$ cat config.mk
export PLATFORM = sky130hd
export DESIGN_NAME = wb_chk_tmo
export DESIGN_NICKNAME = d
export VERILOG_FILES = /design/src/rtl/wb_chk_tmo.sv
export SDC_FILE = /design/constraint.sdc
export NUM_CORES = 1
export LEC_CHECK = 0
export CAP_MARGIN = 10
export CORE_AREA = 2 2 39 41
export DETAILED_ROUTE_END_ITERATION = 7
export DIE_AREA = 0 0 41 43
export GPL_ROUTABILITY_DRIVEN = 0
export PLACE_DENSITY = 0.38
export SYNTH_ARGS = -nofsm -noshare
export SYNTH_HDL_FRONTEND = slang
export SYNTH_SLANG_ARGS = --single-unit
$ cat constraint.sdc
create_clock -name clk_i -period 4.2 [get_ports clk_i]
set_input_delay 0.42 -clock clk_i [delete_from_list [all_inputs] [get_ports clk_i]]
set_output_delay 0.42 -clock clk_i [all_outputs]
set_load 0.005 [all_outputs]
$ cat src/rtl/wb_chk_tmo.sv
// Termination timeout counter: counts consecutive run cycles and flags the
// cycle on which the TIMEOUT-th consecutive run sample is seen.
module wb_chk_tmo #(
    parameter int TIMEOUT = 16
) (
    input  logic clk_i,
    input  logic sync_rst_i,
    input  logic run_i,
    input  logic restart_i,
    output logic expired_o
);

    generate
        if (TIMEOUT == 0) begin : g_off
            assign expired_o = 1'b0;
        end else begin : g_on
            localparam int CW = $clog2(TIMEOUT + 1);
            localparam logic [CW-1:0] LAST = CW'(TIMEOUT - 1);

            logic [CW-1:0] cnt_reg;
            logic [CW-1:0] cnt_next;

            // Saturates at LAST so a long stall keeps reporting expiry.
            always_comb begin
                cnt_next = cnt_reg;
                if (restart_i) begin
                    cnt_next = '0;
                end else if (run_i && (cnt_reg != LAST)) begin
                    cnt_next = cnt_reg + CW'(1);
                end
            end

            always_ff @(posedge clk_i) begin
                if (sync_rst_i) begin
                    cnt_reg <= '0;
                end else begin
                    cnt_reg <= cnt_next;
                end
            end

            assign expired_o = run_i && !restart_i && (cnt_reg == LAST);
        end
    endgenerate

endmodule

Word level (Yosys, flattened, before mapping)
Index checks and enable logic that the tools add are counted.

Flip-flop bits (word level): 5. Logic and storage cells: 9.

$add $sub $neg: 1. Equality and inequality tests: 2. Reductions and logical operators: 5.

Operator list (number): 5-bit by 1-bit adder with 5-bit output (second input constant) (1); 5-bit by 4-bit equality test with 1-bit output (second input constant) (1); 5-bit by 4-bit != test with 1-bit output (second input constant) (1); 1-bit logical AND (3); 2-bit OR reduction (1); 1-bit zero test (1).

Logic depth before layout (Yosys ltp)
Gate-level depths: netlist of the first run.

Depth in word-level cells: 3. Gate-level depth with buffers: 6. Gate-level depth less buffers: 6.

Worst setup path before layout of the first run
Ideal clock, no wire load.

Kind: flip-flop to flip-flop. Start: register g_on.cnt_reg[0]. End: register g_on.cnt_reg[3]. Setup time: 0.070 ns. Arrival: 1.486 ns. Required time: 4.130 ns. Slack: 2.645 ns. Stages on the path, launching flop included: 7. Buffers on the path: 0. Period minus slack after synthesis: 1.555 ns. Cell sequence: dfxtp_1 ha_1 and3_1 ha_1 nand2b_1 or3_1 a21oi_1.

Word-level cells in the longest chain between the ends: 2. Elaborated cells on any way between the ends: 3. Those cells by class: 1 x add/sub; 1 x eq/ne; 1 x reduce/logical.

RTL lines: start, declared (line 20) `logic [CW-1:0] cnt_reg;`; start signal, assigned (line 37) `cnt_reg <= cnt_next;`; branches (longest 2 deep; another with 5-bit by 1-bit adder with 5-bit output).

Several ways; the timed one is not identified. A chain may end at the register's enable or synchronous reset.

Worst setup path in the final report of the first run
Start: register g_on.cnt_reg[0]. End: output expired_o.

Word-level cells in the longest chain between the ends: 2.

RTL lines: 5-bit by 4-bit equality test with 1-bit output (line 41) `assign expired_o = run_i && !restart_i && (cnt_reg == LAST);`; 1-bit logical AND (line 41); end, declared (line 10) `output logic expired_o`.

No other way between the ends.

==> flow_summary.json, run 1 <==
{
  "grt_max_degree": 6,
  "routed_wl_um": 416,
  "n_antenna_cell": 0,
  "vdd_drop_max_uv": 116,
  "cap_viol_max_count": 0,
  "drt-initial-drc-count": 0,
  "antenna_found_initial": 0,
  "ctsHoldBuffers": 0,
  "path_common_cell": "ha_1",
  "cts_max_path_buffers": 2,
  "yosys_warnings": 0,
  "power_switching_mw": 0.0220,
  "ctsRootBufferMaster": "clkbuf_4",
  "clkPwrFrac_pct": 48.1,
  "yosys.area_share.simple_pct": 30.4,
  "tightest_slew_ns": 0.170,
  "max_stage_delay_ns": 0.50,
  "swShare_pct": 19.7,
  "drive_above_1_share_pct": 13.9,
  "synth.distinct_cells": 17,
  "grt_pass1_vias": 189,
  "post-cts-setup-buffers": 0,
  "dr.pass1.iters": 1,
  "die_w_um": 41,
  "critical_path.endpoint_type": "output port",
  "worstSetupStartpoint": "g_on.cnt_reg[0]$_SDFFE_PP0P_",
  "drt-wirelength-per-cell_um": 8.00,
  "crit_family": "buffers and inverters",
  "fp.coreArea_mm2": 0.00138,
  "track_usage_pct": 6.73,
  "cp.required_ns": 3.78,
  "status": "finished, final reports clean",
  "final_common_cell": "dfxtp_1",
  "critPathArrivalTime_ns": 1.74,
  "fin_cells": 52,
  "final_cell_area_um2": 329,
  "slew_viol_final": 0,
  "die_h_um": 43,
  "leakage_nw": 0.124,
  "antenna_left": 0,
  "avgSynthCellArea_um2": 8.67,
  "synth_fa_ha_area_share_pct": 10.3,
  "power.density_mw_per_mm2": 339,
  "synth_xor_area_share_pct": 7.22,
  "period_needed_ns": 2.16,
  "grt.overflow.total": 0,
  "r2r_cells": 6,
  "synth_seq_cells": 5,
  "rows": 14,
  "worst-path-buf-inv": 1,
  "worstHoldStart": "g_on.cnt_reg[1]$_SDFFE_PP0P_",
  "layout_common_cells": "dfxtp_1 (5), nor2_1 (4), clkdlybuf4s50_1 (4)",
  "combPwrFrac_pct": 7.6,
  "cts_made_buffers": 3,
  "synth_fp_nets": 34,
  "pin_count": 5,
  "largest_register_ffs": 5,
  "drc": 0,
  "crit_fanout": 4,
  "synth_top_family_by_area": "simple AND/OR/NAND/NOR gates",
  "dp_hpwl_um": 332,
  "min_path_type": "reg -> reg",
  "cp-start-kind": "flop",
  "relSlewSlack_pct": 88.6,
  "cts-resized-gates": 0,
  "path_clk_slew_ns": 0.04,
  "place_area_um2": 303,
  "synth_cells": 28,
  "setup_viol": 0,
  "hold_viol": 0,
  "synth_area_um2": 243,
  "holdPathStages": 2,
  "layout.nets": 43,
  "initial_core_util_pct": 17.5,
  "die_area_mm2": 0.00176,
  "vias": 205,
  "cts_tree": "yes",
  "seqPwrFrac_pct": 44.4,
  "cts_max_level": 1,
  "fillers": 156,
  "worstPathCellList": "ha_1, and3_1, ha_1, nand2_1, nor2_1, clkdlybuf4s50_1",
  "worst-path-stages": 6,
  "dpl.cell_count": 48,
  "crit_type": "reg -> out",
  "grt_pass1_wl_um": 710,
  "synth-seq-area-share_pct": 41.2,
  "fmax_mhz": 462,
  "io_buffers": 4,
  "cp_slowest_cell": "clkdlybuf4s50_1",
  "cts.sinks": 5,
  "synth_compound_area_share_pct": 9.28,
  "rsz0062_at_grt": "no",
  "post-route-period-util_pct": 51.5,
  "syn_to_final_growth_pct": 35.6,
  "fin_worst_skew_ns": 0.00117,
  "insertion_delay_ns": 0.24,
  "via_per_inst": 3.94,
  "reg2reg_from": "g_on.cnt_reg[0]$_SDFFE_PP0P_",
  "tns_ns": 0,
  "synthMuxAreaShare_pct": 0,
  "p_int_mw": 0.0894
}
## worst register-to-register path: stages (launching register included)
cell      delay, ns
dfxtp_1        0.33
ha_1           0.21
and3_1         0.18
ha_1           0.20
nand2b_1       0.17
or3_1          0.35
a21oi_1        0.14
## path summary, 6_finish.rpt
path,slack [ns],end
min,0.47,g_on.cnt_reg[1]$_SDFFE_PP0P_
max,2.04,expired_o
min reg2reg,0.47,g_on.cnt_reg[1]$_SDFFE_PP0P_
max reg2reg,2.55,g_on.cnt_reg[3]$_SDFFE_PP0P_
## power groups by stage
stage          Combinational (mW)  Clock [mW]  Sequential, mW
2_1_floorplan             0.00448           0          0.0501
3_3_place_gp              0.00842           0          0.0503
3_5_place_dp              0.00843           0          0.0503
4_1_cts                   0.00857      0.0564          0.0495
5_1_grt                   0.00961      0.0622          0.0495
6_report                  0.00843      0.0536          0.0494
## cell usage after synthesis
| cell | n | area share [%] |
|---|---|---|
| a211oi_1 | 1 | 3.1 |
| a21oi_1 | 2 | 4.1 |
| and2b_4 | 1 | 4.1 |
| and3_1 | 1 | 2.6 |
| dfxtp_1 | 5 | 41 |
| ha_1 | 2 | 10 |
| inv_1 | 1 | 1.5 |
| nand2_1 | 3 | 4.6 |
| nand2b_1 | 1 | 2.6 |
| nand3_1 | 1 | 2.1 |
| nand3b_1 | 1 | 3.1 |
| nor2_1 | 4 | 6.2 |
| o21ai_0 | 1 | 2.1 |
| or2_2 | 1 | 2.6 |
| or3_1 | 1 | 2.6 |
| xnor2_1 | 1 | 3.6 |
| xor2_1 | 1 | 3.6 |
## area by class of cell
type	count	area [um^2]	share of cell area, %
sequential	5	100	30.4
timing repair buffer	4	40.0	12.2
tap	16	20.0	6.08
clock buffer	4	26.3	7.98
multi-input combinational	22	139	42.2
inverter	1	3.75	1.14
## metrics by stage
step	worst slack [ns]	hold WS, ns	total power, mW	util [%]
floorplan	2.64	0.452	0.0546	-
global placement	2.18	0.468	0.0587	21.9
detailed placement	2.20	0.467	0.0587	21.9
CTS	2.01	0.473	0.114	23.8
global route	1.82	0.497	0.121	23.8
finish	2.04	0.472	0.111	23.8
## layer usage
layer	wire [um]	GRT usage, %
met1	214	7.72
met2	171	7.81
met3	31	6.28
met4	0	4.00
met5	0	0
## logic make-up after synthesis
logic type,Yosys count
AO/OA/AOI/OAI,4
XOR/XNOR,2
adder cells (fa/ha/maj),2
buffers and inverters,1
flip-flops,5
AND/OR/NAND/NOR,14
(Power assumes the default switching activity.)
==> run 2: changes to the inputs <==
==> constraint.sdc (replaced) <==
create_clock -name clk_i -period 2.2 [get_ports clk_i]
set_input_delay 0.22 -clock clk_i [delete_from_list [all_inputs] [get_ports clk_i]]
set_output_delay 0.22 -clock clk_i [all_outputs]
set_load 0.005 [all_outputs]
==> run 2 against run 1 <==
Effect of this change:
- utilization did not move
- cell count did not move
- die area did not move
- routed wire length rose by 13%
- critical path depth did not move
- via count rose by 2.4%
- highest routed layer is now met4
- combinational power rose by 95%
- count of clock-buffer cells in the layout did not move
- setup slack got worse by 1.9 ns
- first-iteration DRC count rose by 1
- sequential share of layout area did not move
- register-to-register slack got worse by 2.0 ns
==> flow_summary.json, run 2 (synthesis gave the netlist of run 1 again) <==
{
  "fin_cells": 52,
  "antenna_left": 0,
  "grt.overflow.total": 0,
  "final_common_cell": "dfxtp_1",
  "insertion_delay_ns": 0.24,
  "cp.required_ns": 1.98,
  "path_common_cell": "ha_1",
  "cts_max_level": 1,
  "ctsHoldBuffers": 0,
  "grt_pass1_vias": 214,
  "crit_fanout": 4,
  "slew_viol_final": 0,
  "initial_core_util_pct": 17.5,
  "critPathArrivalTime_ns": 1.81,
  "largest_register_ffs": 5,
  "max_stage_delay_ns": 0.51,
  "drt-wirelength-per-cell_um": 9.08,
  "final_util_pct": 23.8,
  "worstSetupStartpoint": "g_on.cnt_reg[0]$_SDFFE_PP0P_",
  "vias": 210,
  "layout.nets": 43,
  "cp_slowest_cell": "clkdlybuf4s50_1",
  "routed_wl_um": 472,
  "power.density_mw_per_mm2": 663,
  "drc": 0,
  "pin_count": 5,
  "rsz0062_at_grt": "no",
  "post-cts-setup-buffers": 0,
  "dp_slack_ns": 0.427,
  "cts_made_buffers": 3,
  "vdd_drop_max_uv": 172,
  "post-route-period-util_pct": 92.1,
  "die_w_um": 41,
  "via_per_inst": 4.04,
  "relSlewSlack_pct": 89.1,
  "cts-resized-gates": 0,
  "dp_hpwl_um": 341,
  "antenna_found_initial": 0,
  "crit_type": "reg -> out",
  "cts_tree": "yes",
  "drt-initial-drc-count": 1,
  "worstHoldStart": "g_on.cnt_reg[3]$_SDFFE_PP0P_",
  "layout_common_cells": "dfxtp_1 (5), nor2_1 (4), clkdlybuf4s50_1 (4)",
  "rows": 14,
  "io_buffers": 4,
  "grt_max_degree": 6,
  "fin_worst_skew_ns": 0.000987,
  "syn_to_final_growth_pct": 35.6,
  "tns_ns": 0,
  "dr.pass1.iters": 3,
  "worstPathCellList": "ha_1, and3_1, ha_1, nand2_1, nor2_1, clkdlybuf4s50_1",
  "track_usage_pct": 7.12,
  "die_area_mm2": 0.00176,
  "n_antenna_cell": 0,
  "cts_max_path_buffers": 2,
  "cp-start-kind": "flop",
  "setup_slack_ns": 0.174,
  "fmax_mhz": 494,
  "die_h_um": 43,
  "status": "finished, final reports clean",
  "path_clk_slew_ns": 0.04,
  "hold_viol": 0,
  "grt_pass1_wl_um": 786,
  "min_path_type": "reg -> reg",
  "tightest_slew_ns": 0.162,
  "leakage_nw": 0.124,
  "drive_above_1_share_pct": 13.9,
  "cts.sinks": 5,
  "critical_path.endpoint_type": "output port",
  "dpl.cell_count": 48,
  "fp.coreArea_mm2": 0.00138,
  "cap_viol_max_count": 0,
  "period_needed_ns": 2.03,
  "fin_hold_ws_ns": 0.474,
  "setup_viol": 0,
  "reg2reg_from": "g_on.cnt_reg[0]$_SDFFE_PP0P_",
  "ctsRootBufferMaster": "clkbuf_4"
}
==> run 2: cell counts in the layout (fill, tap and decap cells not counted) <==
No cell type changed its count.
==> run 2: path summary, 6_finish.rpt <==
kind	end	slack, ns	cells past startpoint
max reg2reg	g_on.cnt_reg[3]$_SDFFE_PP0P_	0.54	6
min	g_on.cnt_reg[3]$_SDFFE_PP0P_	0.47	2
min reg2reg	g_on.cnt_reg[3]$_SDFFE_PP0P_	0.47	2
max	expired_o	0.17	6
==> run 2: where the power goes <==
part	leakage [nW]	internal, mW	switching, mW
Clock	0.0150	0.0686	0.0387
Sequential	0.0405	0.0928	0.00147
Combinational	0.0686	0.00952	0.00686
Total	0.124	0.171	0.0470
==> run 2: routing by layer <==
| layer | track usage, % | vias to the layer above | wire length [um] |
|---|---|---|---|
| li1 | - | 111 | - |
| met1 | 8.01 | 92 | 222 |
| met2 | 8.75 | 5 | 206 |
| met3 | 3.14 | 2 | 38 |
| met4 | 8.00 | 0 | 4 |
| met5 | 0 | - | 0 |
==> run 2: cell type report <==
class	instances	area (um^2)
clock buffers	4	26.3
fillers	155	1050
inverters	1	3.75
multi-input cells	22	139
flip-flops and latches	5	100
well taps	16	20.0
repair buffers	4	40.0
==> run 2: worst max-delay path: cells and delay by family (launching register included) <==
family	cells	cell delay [ns]
AND/OR/NAND/NOR	3	0.33
flip-flops	1	0.37
buffers and inverters	1	0.51
adder cells (fa/ha/maj)	2	0.37
==> run 2: metrics by stage <==
step	power (mW)	cell area, um^2
global placement	0.112	303
global route	0.230	329
finish	0.218	329
CTS	0.225	329
floorplan	0.104	243
detailed placement	0.112	303
==> RTL edit 1, RTL diff (config.mk and constraints of run 1) <==
The parameter `TIMEOUT` goes from 16 to 32.
--- a/src/rtl/wb_chk_tmo.sv
+++ b/src/rtl/wb_chk_tmo.sv
@@ -2,5 +2,5 @@
 // cycle on which the TIMEOUT-th consecutive run sample is seen.
 module wb_chk_tmo #(
-    parameter int TIMEOUT = 16
+    parameter int TIMEOUT = 32
 ) (
     input  logic clk_i,
Check against the original RTL: no difference found for any inputs over 10 cycles, from zero or initial values; that may be too few to reach the edited logic, so the function may still have changed.
==> RTL edit 1 against run 1 <==
  * Area after synthesis is 26% higher
  * Power increased by 5.8%
  * Combinational power decreased by 10%
  * Die area stayed put
  * Worst setup slack worse by 0.026 ns
  * Design area grew 18%
  * Global-route usage increased by 2.6 points
  * Sequential power is 18% higher
  * Routed wire length is 46% higher
  * Sequential cell count grew 1
  * Critical path type is now in -> out
  * Largest power group is now sequential cells
  * Highest routed layer is now met4
==> RTL edit 1: results (changes against run 1) <==
- Leakage: 0.130 nW (+4.8%)
- Top cells by count, synth: 6 x dfxtp_1, 5 x nand2_1, 3 x nor2_1
- Gr usage total: 9.36% (+2.6 points)
- CP max FO: 5 (+1)
- Post-DP HPWL: 483 µm (+45%)
- Reg2reg setup slack: 2.84 ns (+0.29 ns)
- Layout cells sized above 1: 14.3% (+0.40 points)
- Initial DRC Count: 9 (+9)
- Mapped Nets: 40 (+18%)
- Sequential fraction of the synthesis area: 39.2% (-2.1 points)
- Vias: 297 (+45%)
- Crit path max-delay cell type: clkdlybuf4s50_1
- WL/cell: 10.5 µm (+31%)
- Fin Clk Skew: 0.000790 ns (-0.000378 ns)
- Mapped Cells: 35 (+25%)
- Dpl cells: 55 (+15%)
- ANT cells: 0 (unchanged)
- Final hold slack: 0.498 ns (+0.0259 ns)
- Vias in the first global route: 276 (+46%)
- Crit path DAT: 1.77 ns (+0.03 ns)
- Netlist cell types: 20 (+3)
- Worst VDD drop: 0.000134 V (+16%)
- Synth area leaders: dfxtp_1 39%, mux2i_1 6.5%, nand2_1 6.1%, ha_1 4.1%, nand4_2 4.1%
- Async set or reset register ratio after synthesis: 0% (unchanged)
- First-pass GRT wire length: 1120 µm (+58%)
- Initial antenna violation count: 0 (unchanged)
- Port bufs: 4 (unchanged)
- Initial DRT Pass Iterations: 4 (+3)
- CTS max path bufs: 2 (unchanged)
- Hold Crit Class: reg -> reg
- CTS buffer count: 3 (unchanged)
- Ys Warns: 0 (unchanged)
- Clk slew on worst S/H paths: 0.04 ns (about the same)
- Final Slew Violations: 0 (unchanged)
- Max FFs per register: 6 (+1)
- Worst-margin pin slew: 0.341 ns (+0.171 ns)
- Worst path max stage delay: 0.55 ns (+0.05 ns)
- Final Routed Wirelength: 609 µm (+46%)
- Root Buffer: clkbuf_4
- Worst-Skew Late Latency: 0.24 ns (about the same)
- Largest net degree at the start of global routing: 7 (+1)
- Run status: complete, no violations
- Setup bufs post-CTS: 0 (unchanged)
- Post_cts resized: 0 (unchanged)
- Final nets: 49 (+14%)
- CTS H-tree lvls: 1 (unchanged)
## RTL edit 1: cells by family (layout without fill, tap and decap cells)
| kind of cell | after synthesis | count (layout) | share of synthesized area (%) |
|---|---|---|---|
| flops | 6 | 6 | 39.2 |
| compound gates | 9 | 9 | 20.0 |
| buf+inv | 1 | 8 | 1.22 |
| simple gates | 16 | 16 | 29.0 |
| mux | 2 | 2 | 6.53 |
| fa+ha+maj | 1 | 1 | 4.08 |
## RTL edit 1: worst paths after layout
path                   start  cells after the start               to
max                    run_i                      4        expired_o
min          g_on.cnt_reg[1]                      2  g_on.cnt_reg[1]
min reg2reg  g_on.cnt_reg[1]                      2  g_on.cnt_reg[1]
max reg2reg  g_on.cnt_reg[0]                      4  g_on.cnt_reg[5]
## RTL edit 1: routing by layer
layer	GRT usage, %	part of all wire (%)	vias to the layer above
met1	11.7	44	139
met5	0	0	-
met4	6.00	0.66	0
met2	13.1	49	10
li1	-	-	146
met3	3.14	6.1	2
## RTL edit 1: final cells by class
| class | count | area [µm²] |
|---|---|---|
| Clock buffer | 3 | 22.5 |
| Fill cell | 153 | 995 |
| Timing Repair Buffer | 4 | 40.0 |
| Inverter | 1 | 3.75 |
| Tap cell | 16 | 20.0 |
| Sequential cell | 6 | 120 |
| Multi-Input combinational cell | 28 | 183 |
## RTL edit 1: stage by stage
stage / area (µm²) / setup WS [ns]
floorplan: 307 / 2.95
global placement: 367 / 2.03
detailed placement: 367 / 2.02
CTS: 389 / 2.02
global route: 389 / 1.95
finish: 389 / 2.01
## RTL edit 1: worst max-delay path: cells and delay by family
family | cells | cell delay, ns
buffers and inverters | 2 | 1.07
and+or+nand+nor | 2 | 0.28
## RTL edit 1: power by group
part	switching [mW]	internal, mW	total (mW)	leakage, nW
Combinational	0.00326	0.00431	0.00758	0.0678
Sequential	0.000730	0.0578	0.0585	0.0485
Clock	0.0196	0.0322	0.0518	0.0138
Total	0.0236	0.0944	0.118	0.130
==> RTL edit 2, RTL diff (flow settings as in run 1) <==
Made on the original files. Make the reset (`sync_rst_i`) asynchronous in one clocked block.
--- a/src/rtl/wb_chk_tmo.sv
+++ b/src/rtl/wb_chk_tmo.sv
@@ -31,5 +31,5 @@
             end
 
-            always_ff @(posedge clk_i) begin
+            always_ff @(posedge clk_i or posedge sync_rst_i) begin
                 if (sync_rst_i) begin
                     cnt_reg <= '0;
Formal check against the unedited RTL: no difference found for any inputs over 10 cycles, from zero or initial values and one cycle with sync_rst_i high; that may be too few to reach the edited logic, so the function may still have changed.
==> RTL edit 2 against run 1 <==
  * Final cell count shrank 3.8%
  * Largest power group unchanged
  * Routed wire length grew 15%
  * Design area grew 8.7%
  * Power grew 7.7%
  * Register-to-register slack lost 0.13 ns
  * Count of clock-buffer cells in the layout is the same
  * Worst setup slack lost 0.11 ns
  * Sequential cell count is the same
  * Area after synthesis grew 12%
==> RTL edit 2: results (changes against run 1) <==
- Leakage: 0.176 nW (+42%)
- Sequential fraction of the synthesis area: 46.1% (+4.8 points)
- Async set or reset register ratio after synthesis: 100% (+100 points)
- WL/cell: 9.56 µm (+20%)
- Netlist cell types: 15 (-2)
- Initial DRT Pass Iterations: 2 (+1)
- Largest net degree at the start of global routing: 8 (+2)
- Initial DRC Count: 3 (+3)
- Mapped Nets: 32 (-5.9%)
- Hold Crit Class: in -> async
- RR Endpoint: g_on.cnt_reg[3]
- Worst VDD drop: 0.000103 V (-11%)
- Post-synth top flop: dfrtp_1
- Run status: complete, no violations
- CP max FO: 3 (-1)
- Crit path DAT: 1.85 ns (+0.11 ns)
- Reg2reg setup slack: 2.42 ns (-0.13 ns)
- First-pass GRT wire length: 814 µm (+15%)
- # fillers: 151 (-3.2%)
- Post-DP HPWL: 400 µm (+20%)
- Vias: 200 (-2.4%)
- Worst-margin pin slew: 0.235 ns (+0.0645 ns)
- Fin Clk Skew: 0.000610 ns (-0.000559 ns)
- Gr usage total: 7.07% (+0.34 points)
- Crit path max-delay cell type: clkdlybuf4s50_1
- Top cells by count, synth: 6 x nor2_1, 5 x dfrtp_1, 2 x ha_1, 2 x inv_1
- Reg2Reg Launch Point: g_on.cnt_reg[0]
- Layout cells sized above 1: 11.8% (-2.1 points)
- Final nets: 41 (-4.7%)
- Delay-heaviest family, CP: buffers and inverters
- Synth area leaders: dfrtp_1 46%, ha_1 9.2%, nor2_1 8.3%, nor2b_4 5.1%, mux2_1 4.1%
==> RTL edit 2: cell types whose count changed in the layout (fill, tap and decap cells not counted), sizes merged, moves of 2 or more <==
cell          run 1  this run
dfxtp             5         0
a21oi             2         0
nand2             3         1
nor2              4         6
dfrtp             0         5
==> RTL edit 2: worst min-delay path by stage <==
stage	cells past startpoint	end	slack, ns	from
floorplan	1	g_on.cnt_reg[0]	0.20	sync_rst_i
global placement	2	g_on.cnt_reg[1]	0.56	g_on.cnt_reg[1]
detailed placement	2	g_on.cnt_reg[1]	0.56	g_on.cnt_reg[1]
CTS	2	g_on.cnt_reg[0]	0.38	sync_rst_i
global route	2	g_on.cnt_reg[0]	0.40	sync_rst_i
finish	2	g_on.cnt_reg[2]	0.39	sync_rst_i
==> RTL edit 2: worst reg2reg max path, delay by kind of cell, from the launching register on <==
| kind | cells | cell delay (ns) |
|---|---|---|
| multiplexers | 1 | 0.32 |
| adder cells (fa/ha/maj) | 2 | 0.45 |
| AND/OR/NAND/NOR | 3 | 0.49 |
| flip-flops | 1 | 0.40 |
==> RTL edit 2: kinds of logic (layout without fill, tap and decap cells) <==
logic type	Yosys count	in the layout	share of synthesized area, %
compound gates	1	1	2.77
xor+xnor	2	2	6.45
fa+ha+maj	2	2	9.22
buf+inv	2	10	2.77
flops	5	5	46.1
mux	2	2	7.83
simple gates	12	12	24.9
==> RTL edit 2: layer usage <==
layer	up-vias	share of wire, %	GRT usage, %
met5	-	0	0
met4	0	0	4.00
li1	101	-	-
met2	4	50	10.0
met3	0	6.9	3.14
met1	95	42	8.52
==> RTL edit 2: where the power goes <==
group | switching (mW) | internal [mW]
Sequential | 0.00214 | 0.0509
Combinational | 0.00569 | 0.00680
Clock | 0.0186 | 0.0358
Total | 0.0264 | 0.0936
==> RTL edit 2: cell type report <==
| cell class | instances | area (µm²) | area share, % |
|---|---|---|---|
| well taps | 16 | 20.0 | 5.59 |
| repair buffers | 4 | 40.0 | 11.2 |
| clock buffers | 4 | 26.3 | 7.34 |
| flip-flops and latches | 5 | 125 | 35.0 |
| multi-input cells | 19 | 139 | 38.8 |
| inverters | 2 | 7.51 | 2.10 |
==> RTL edit 2: per-stage QoR <==
stage / cell area, µm² / setup WS (ns) / cells / utilization [%]
5_1_grt: 358 / 1.80 / 50 / 25.9
4_1_cts: 358 / 1.89 / 50 / 25.9
6_report: 358 / 1.93 / 50 / 25.9
2_1_floorplan: 272 / 2.53 / 26 / -
3_3_place_gp: 332 / 2.19 / 46 / 24.0
3_5_place_dp: 332 / 2.16 / 46 / 24.0
